## config.mk

```make
export PLATFORM = sky130hd
export DESIGN_NAME = spi_master_ctrl_flat
export DESIGN_NICKNAME = d
export VERILOG_FILES = /design/src/rtl/spi_pkg.sv /design/src/rtl/spi_master_ctrl_if.sv /design/src/rtl/spi_clk_div.sv /design/src/rtl/spi_master_ctrl.sv /design/src/flat_wrapper.sv
export SDC_FILE = /design/constraint.sdc
export NUM_CORES = 1
export LEC_CHECK = 0
export ABC_AREA = 1
export CORE_MARGIN = 4
export CORE_UTILIZATION = 52
export DETAILED_ROUTE_END_ITERATION = 6
export HOLD_SLACK_MARGIN = 0.15
export PLACE_DENSITY = 0.9
export SLEW_MARGIN = 25
export SYNTH_ARGS = -nofsm -noshare
export SYNTH_HDL_FRONTEND = slang
export SYNTH_SLANG_ARGS = --single-unit
```

## constraint.sdc

```tcl
create_clock -name clk -period 3.3 [get_ports clk]
set_input_delay 0.33 -clock clk [delete_from_list [all_inputs] [get_ports clk]]
set_output_delay 0.33 -clock clk [all_outputs]
set_load 0.02 [all_outputs]
```

## src/rtl/spi_pkg.sv

```systemverilog
// Shared types and register-map constants for the memory-mapped SPI master.
package spi_pkg;

  typedef enum logic [2:0] {
    IDLE,
    SETUP,
    HIGH,
    LOW,
    TRAIL
  } spi_state_t;

  localparam logic [3:0] OFS_CLKDIV = 4'h0;
  localparam logic [3:0] OFS_STATUS = 4'h4;
  localparam logic [3:0] OFS_TXDATA = 4'h8;
  localparam logic [3:0] OFS_RXDATA = 4'hC;

  localparam int unsigned STAT_BUSY = 0;
  localparam int unsigned STAT_DONE = 1;
  localparam int unsigned STAT_OVR  = 2;
  localparam int unsigned STAT_IE   = 3;
  // Written together with STAT_IE=0 to clear the interrupt enable.
  localparam int unsigned STAT_IE_CLR = 4;

  localparam logic [2:0] BIT_LAST = 3'd7;

endpackage

```

## src/rtl/spi_master_ctrl_if.sv

```systemverilog
// Processor data-bus view of the SPI master register window.
interface spi_master_ctrl_if;

  logic [12:0] dataadr;
  logic [31:0] writedata;
  logic        memwrite;
  logic        sel;
  logic [31:0] readdata;

  modport master (
    output dataadr,
    output writedata,
    output memwrite,
    input  sel,
    input  readdata
  );

  modport slave (
    input  dataadr,
    input  writedata,
    input  memwrite,
    output sel,
    output readdata
  );

endinterface

```

## src/rtl/spi_clk_div.sv

```systemverilog
// Half-period timer: loadable down-counter that holds at zero and flags it with tick.
module spi_clk_div (
  input  logic       clk,
  input  logic       reset,
  input  logic       reload,
  input  logic [7:0] load_val,
  output logic       tick
);

  logic [7:0] cnt_q, cnt_d;

  always_comb begin
    cnt_d = cnt_q;
    if (reload) begin
      cnt_d = load_val;
    end else if (cnt_q != 8'd0) begin
      cnt_d = cnt_q - 8'd1;
    end
  end

  always_ff @(posedge clk) begin
    if (reset) begin
      cnt_q <= 8'd0;
    end else begin
      cnt_q <= cnt_d;
    end
  end

  assign tick = (cnt_q == 8'd0);

endmodule

```

## src/rtl/spi_master_ctrl.sv

```systemverilog
// Memory-mapped SPI mode-0 master: register window, transfer FSM and RX/TX shifters.
// Optional feature macro: SPI_IRQ_EN (interrupt enable bit and registered irq output).
module spi_master_ctrl
  import spi_pkg::*;
#(
  parameter logic [12:0] BASE_ADDR = 13'h1000,
  parameter logic [7:0]  DIV_RESET = 8'd24
) (
  input  logic             clk,
  input  logic             reset,
  spi_master_ctrl_if.slave bus,
  output logic             spi_sclk,
  output logic             spi_mosi,
  input  logic             spi_miso,
  output logic             spi_cs_n,
  output logic             irq
);

  spi_state_t state_q, state_d;
  logic [2:0] bit_cnt_q, bit_cnt_d;
  logic [7:0] tx_sh_q, tx_sh_d;
  logic [7:0] rx_sh_q, rx_sh_d;
  logic       mosi_q, mosi_d;
  logic [7:0] div_lat_q, div_lat_d;
  logic [7:0] clkdiv_q, clkdiv_d;
  logic [7:0] txdata_q, txdata_d;
  logic [7:0] rxdata_q, rxdata_d;
  logic       done_q, done_d;
  logic       ovr_q, ovr_d;
  logic       ie_q;

  logic       sel;
  logic [3:0] ofs;
  logic       wr, wr_clkdiv, wr_status, wr_txdata;
  logic       busy, start, finish;
  logic       div_reload, div_tick;
  logic [7:0] div_load;
  logic [31:0] rdata;

  logic unused_bus;
  assign unused_bus = ^{bus.writedata[31:8], bus.writedata[4:3], bus.dataadr[1:0]};

  // Bus decode
  assign sel       = (bus.dataadr[12:4] == BASE_ADDR[12:4]);
  assign ofs       = {bus.dataadr[3:2], 2'b00};
  assign wr        = bus.memwrite & sel;
  assign wr_clkdiv = wr & (ofs == OFS_CLKDIV);
  assign wr_status = wr & (ofs == OFS_STATUS);
  assign wr_txdata = wr & (ofs == OFS_TXDATA);

  assign busy   = (state_q != IDLE);
  assign start  = (state_q == IDLE) & wr_txdata;
  assign finish = (state_q == TRAIL) & div_tick;

  spi_clk_div u_clk_div (
    .clk      (clk),
    .reset    (reset),
    .reload   (div_reload),
    .load_val (div_load),
    .tick     (div_tick)
  );

  // Transfer FSM: one state per SPI half-period, divider reloaded on each state change.
  always_comb begin
    state_d    = state_q;
    bit_cnt_d  = bit_cnt_q;
    tx_sh_d    = tx_sh_q;
    rx_sh_d    = rx_sh_q;
    mosi_d     = mosi_q;
    div_lat_d  = div_lat_q;
    txdata_d   = txdata_q;
    rxdata_d   = rxdata_q;
    div_reload = 1'b0;
    div_load   = div_lat_q;

    unique case (state_q)
      IDLE: begin
        if (wr_txdata) begin
          state_d    = SETUP;
          bit_cnt_d  = 3'd0;
          tx_sh_d    = bus.writedata[7:0];
          txdata_d   = bus.writedata[7:0];
          mosi_d     = bus.writedata[7];
          // The divisor is frozen here so CLKDIV stores mid-transfer apply next time.
          div_lat_d  = clkdiv_q;
          div_load   = clkdiv_q;
          div_reload = 1'b1;
        end
      end
      SETUP: begin
        if (div_tick) begin
          state_d    = HIGH;
          rx_sh_d    = {rx_sh_q[6:0], spi_miso};
          div_reload = 1'b1;
        end
      end
      HIGH: begin
        if (div_tick) begin
          div_reload = 1'b1;
          if (bit_cnt_q == BIT_LAST) begin
            state_d = TRAIL;
          end else begin
            state_d   = LOW;
            tx_sh_d   = {tx_sh_q[6:0], 1'b0};
            mosi_d    = tx_sh_q[6];
            bit_cnt_d = bit_cnt_q + 3'd1;
          end
        end
      end
      LOW: begin
        if (div_tick) begin
          state_d    = HIGH;
          rx_sh_d    = {rx_sh_q[6:0], spi_miso};
          div_reload = 1'b1;
        end
      end
      TRAIL: begin
        if (div_tick) begin
          state_d    = IDLE;
          rxdata_d   = rx_sh_q;
          div_reload = 1'b1;
        end
      end
      default: begin
        state_d = IDLE;
      end
    endcase
  end

  // Register file next-state; a completing transfer wins over a concurrent done clear.
  always_comb begin
    clkdiv_d = clkdiv_q;
    done_d   = done_q;
    ovr_d    = ovr_q;

    if (wr_clkdiv) begin
      clkdiv_d = bus.writedata[7:0];
    end

    if (wr_status && bus.writedata[STAT_DONE]) begin
      done_d = 1'b0;
    end
    if (start) begin
      done_d = 1'b0;
    end else if (finish) begin
      done_d = 1'b1;
    end

    if (wr_txdata && busy) begin
      ovr_d = 1'b1;
    end else if (wr_status && bus.writedata[STAT_OVR]) begin
      ovr_d = 1'b0;
    end
  end

  always_ff @(posedge clk) begin
    if (reset) begin
      state_q   <= IDLE;
      bit_cnt_q <= 3'd0;
      tx_sh_q   <= 8'd0;
      rx_sh_q   <= 8'd0;
      mosi_q    <= 1'b0;
      div_lat_q <= DIV_RESET;
      clkdiv_q  <= DIV_RESET;
      txdata_q  <= 8'd0;
      rxdata_q  <= 8'd0;
      done_q    <= 1'b0;
      ovr_q     <= 1'b0;
    end else begin
      state_q   <= state_d;
      bit_cnt_q <= bit_cnt_d;
      tx_sh_q   <= tx_sh_d;
      rx_sh_q   <= rx_sh_d;
      mosi_q    <= mosi_d;
      div_lat_q <= div_lat_d;
      clkdiv_q  <= clkdiv_d;
      txdata_q  <= txdata_d;
      rxdata_q  <= rxdata_d;
      done_q    <= done_d;
      ovr_q     <= ovr_d;
    end
  end

`ifdef SPI_IRQ_EN
  logic ie_d;
  logic irq_q;

  always_comb begin
    ie_d = ie_q;
    if (wr_status) begin
      if (bus.writedata[STAT_IE]) begin
        ie_d = 1'b1;
      end else if (bus.writedata[STAT_IE_CLR]) begin
        ie_d = 1'b0;
      end
    end
  end

  always_ff @(posedge clk) begin
    if (reset) begin
      ie_q  <= 1'b0;
      irq_q <= 1'b0;
    end else begin
      ie_q  <= ie_d;
      irq_q <= done_q & ie_q;
    end
  end

  assign irq = irq_q;
`else
  assign ie_q = 1'b0;
  assign irq  = 1'b0;
`endif

  // Register read mux
  always_comb begin
    rdata = 32'd0;
    if (sel) begin
      case (ofs)
        OFS_CLKDIV: rdata = {24'd0, clkdiv_q};
        OFS_STATUS: rdata = {28'd0, ie_q, ovr_q, done_q, busy};
        OFS_TXDATA: rdata = {24'd0, txdata_q};
        OFS_RXDATA: rdata = {24'd0, rxdata_q};
        default:    rdata = 32'd0;
      endcase
    end
  end

  assign bus.sel      = sel;
  assign bus.readdata = rdata;

  assign spi_sclk = (state_q == HIGH);
  assign spi_cs_n = (state_q == IDLE);
  assign spi_mosi = mosi_q;

endmodule

```

## src/flat_wrapper.sv

```systemverilog
// flat-port wrapper written by rule: the top's interface ports become plain ports
module spi_master_ctrl_flat import spi_pkg::*;
#(
  parameter logic [12:0] BASE_ADDR = 13'h1000,
  parameter logic [7:0]  DIV_RESET = 8'd24
)
  (clk, reset, spi_sclk, spi_mosi, spi_miso, spi_cs_n, irq, bus_dataadr, bus_writedata, bus_memwrite, bus_sel, bus_readdata);
  spi_master_ctrl_if bus_i ();
  input  logic clk;
  input  logic reset;
  output logic spi_sclk;
  output logic spi_mosi;
  input  logic spi_miso;
  output logic spi_cs_n;
  output logic irq;
  input wire logic [$bits(bus_i.dataadr)-1:0] bus_dataadr;
  input wire logic [$bits(bus_i.writedata)-1:0] bus_writedata;
  input wire logic [$bits(bus_i.memwrite)-1:0] bus_memwrite;
  output wire logic [$bits(bus_i.sel)-1:0] bus_sel;
  output wire logic [$bits(bus_i.readdata)-1:0] bus_readdata;
  assign bus_i.dataadr = bus_dataadr;
  assign bus_i.writedata = bus_writedata;
  assign bus_i.memwrite = bus_memwrite;
  assign bus_sel = bus_i.sel;
  assign bus_readdata = bus_i.readdata;
  spi_master_ctrl #(.BASE_ADDR(BASE_ADDR), .DIV_RESET(DIV_RESET)) u_core (.clk(clk), .reset(reset), .bus(bus_i), .spi_sclk(spi_sclk), .spi_mosi(spi_mosi), .spi_miso(spi_miso), .spi_cs_n(spi_cs_n), .irq(irq));
endmodule
```

==> impl_metrics.ini <==
[status]
status = complete, no violations

[synth]
synth_top_area_share_pct = 40.3
synthCells = 457
synthArstFlopShare_pct = 0
synth_edf_count = 0
synth.distinct_cells = 30
ys_ff_latch = 64
synth_top_area_cell = dfxtp_1
ys_seq_area_share_pct = 40.3
synth_ff_type = dfxtp_1
synthTopCellsByCount = nand2_1, nor2_1, dfxtp_1, inv_1, o21ai_0
synthTopCellsByArea = dfxtp_1, nand2_1, nor2_1, o21ai_0, buf_4
syn_area_um2 = 3180
avgSynthCellArea_um2 = 6.95
ys_warn_count = 0
synth.most_common_cell = nand2_1

[final_layout]
drive_above_1_share_pct = 6.64
n_antenna_cell = 0
area_growth_pct = 16.5
final_area_um2 = 3700
nets = 545

[timing]
fmax_mhz = 378
rsz0062_at_grt = no
slew_violations = 0
post-route-period-util_pct = 80.2
clock_skew_ns = 0.00599
finalCriticalPeriod_ns = 2.65
max_slew_margin_pct = 58.5
hold_ws_ns = 0.447
report.final.setup_viol = 0
setup_tns_ns = 0
worst_slew_pin_slew_ns = 0.621
hold_viol_final = 0

[grt]
grt-ovfl-total = 0
grt_max_degree = 45
met3_usage_pct = 5.96
first_global_vias = 2772
grt_pass1_wl_um = 12100
track_usage_pct = 20.6
use_met1_pct = 24.0
grt-busiest-layer = met2
use_met2_pct = 34.4
antenna_found_initial = 0

[cts]
postCtsSetupBuffers = 0
htree_num_levels = 3
cts_buffers = 9
clock_sinks = 64
clkTransAtPathRegs_ns = 0.07
root_buffer = clkbuf_8
post_cts_resized = 0
tritoncts = yes
hold_buffers = 0
clk_latency_ns = 0.35
ctsLongestPathBuffers = 2

[flow_run]
cap_violations = 0

[worst_setup_path]
crit_path_max_fanout = 8
crit_type = in2out
crit_chain = clkdlybuf4s50_1 > nor2_1 > nand3_1 > nor2_4 > inv_1 > a41oi_1 > clkdlybuf4s50_1
cp.required_ns = 2.97
path_delay_family = buffers and inverters
cp_slowest_cell = clkdlybuf4s50_1
worst_path_most_repeated_cell = clkdlybuf4s50_1
cp-start-kind = input pin
cpPeakStageDelay_ns = 0.66
end_kind = output port
cp_data_arrival_time_ns = 2.32
cp.buffers_inverters = 3

[floorplanning]
fp.dieW_um = 86.1
start_util_pct = 53.6
rows = 28
die_h_um = 86.1
core-area_um2 = 5920
pin_count = 86
die-area_um2 = 7420

[detailed_routing]
dr_total_vias = 2972
drc = 0
drt_wl_total_um = 7270
first_pass_iters = 5
viasPerCell = 5.20
drtAntennaViolNets = 0
post_drt_wl_per_cell_um = 12.7
drt_iter0_markers = 202

[min_path]
min_path_type = reg2reg

[power]
p_leak_nw = 1.62
max-vdd-ir-drop_mv = 0.522
p_per_area_nw_per_um2 = 691

[placed_design]
routabilityCongestion = 0.883
dpl_cell_area_um2 = 3460
dp_hpwl_um = 5100
io_buffer_count = 34
-- where the power goes --
group	leakage, nW	internal (W)	switching, W
Combinational	0.976	0.000301	0.000525
Sequential	0.518	0.000867	0.0000599
Clock	0.123	0.000496	0.000308
Total	1.62	0.00166	0.000893
-- worst min-delay path: cells and delay by family (launching register included) --
| kind | cells | cell delay [ns] |
|---|---|---|
| compound gates | 1 | 0.05 |
| buf+inv | 1 | 0.05 |
| flops | 1 | 0.31 |
-- worst paths after layout --
check	startpoint	endpoint	slack [ns]	cells past startpoint
setup / recovery	bus_dataadr[7]	bus_readdata[0]	0.65	7
hold / removal	u_core.tx_sh_q[6]$_SDFFE_PP0P_	u_core.tx_sh_q[6]$_SDFFE_PP0P_	0.45	2
hold reg to reg	u_core.tx_sh_q[6]$_SDFFE_PP0P_	u_core.tx_sh_q[6]$_SDFFE_PP0P_	0.45	2
setup reg to reg	u_core.u_clk_div.cnt_q[0]$_SDFFE_PP0P_	u_core.rxdata_q[7]$_SDFFE_PP0P_	1.33	10
-- metrics by stage --
stage | setup WS, ns | cells | total power [W] | utilization (%)
after floorplan | 1.61 | 481 | 0.00159 | -
after global placement | 0.688 | 556 | 0.00173 | 58.5
after global routing | 0.548 | 572 | 0.00274 | 62.5
final | 0.654 | 572 | 0.00256 | 62.5
after CTS | 0.661 | 572 | 0.00256 | 62.5
after detailed placement | 0.664 | 556 | 0.00176 | 58.5
-- flip-flops by register name, indices dropped and copies added (netlist names), 3 cells and up --
name                    count
u_core.tx_sh_q              7
u_core.div_lat_q            8
u_core.rx_sh_q              8
u_core.bit_cnt_q            3
u_core.clkdiv_q             8
u_core.rxdata_q             8
u_core.txdata_q             8
u_core.state_q              3
u_core.u_clk_div.cnt_q      8
-- cells in the final DEF (no fill, tap or decap), drive strengths merged, types with 4 or more instances in the layout --
| master | count |
|---|---|
| and2 | 5 |
| ha | 4 |
| clkdlybuf4s50 | 34 |
| clkbuf | 9 |
| nor2 | 89 |
| a21oi | 22 |
| conb | 25 |
| buf | 5 |
| nand2 | 98 |
| a31oi | 5 |
| a211oi | 6 |
| o21ai | 43 |
| inv | 48 |
| clkinv | 5 |
| nand3 | 16 |
| dfxtp | 64 |
-- final cells by class --
type | instances | area (um^2)
flip-flops and latches | 64 | 1280
well taps | 75 | 93.8
multi-input cells | 329 | 1530
clock buffers | 9 | 124
inverters | 49 | 184
clock inverters | 7 | 110
fillers | 506 | 2220
repair buffers | 39 | 378
-- kinds of logic (layout without fill, tap and decap cells) --
kind of cell,after synthesis,count (layout),synth area share [%]
buffers and inverters,88,104,14.4
xor gates and xnor gates,3,3,0.828
DFF,64,64,40.3
AOI/OAI and AO/OA,82,82,14.2
other,1,25,0.118
adders and majority gates,4,4,1.58
and+or+nand+nor,215,215,28.6
-- layer usage --
metal / vias up / part of all wire, % / wire length [um]
met4: 0 / 3.0 / 216
li1: 1469 / - / -
met1: 1366 / 42 / 3060
met2: 112 / 49 / 3550
met3: 25 / 6.1 / 442
met5: - / 0 / 0
Power figures use the tool's default switching activity.
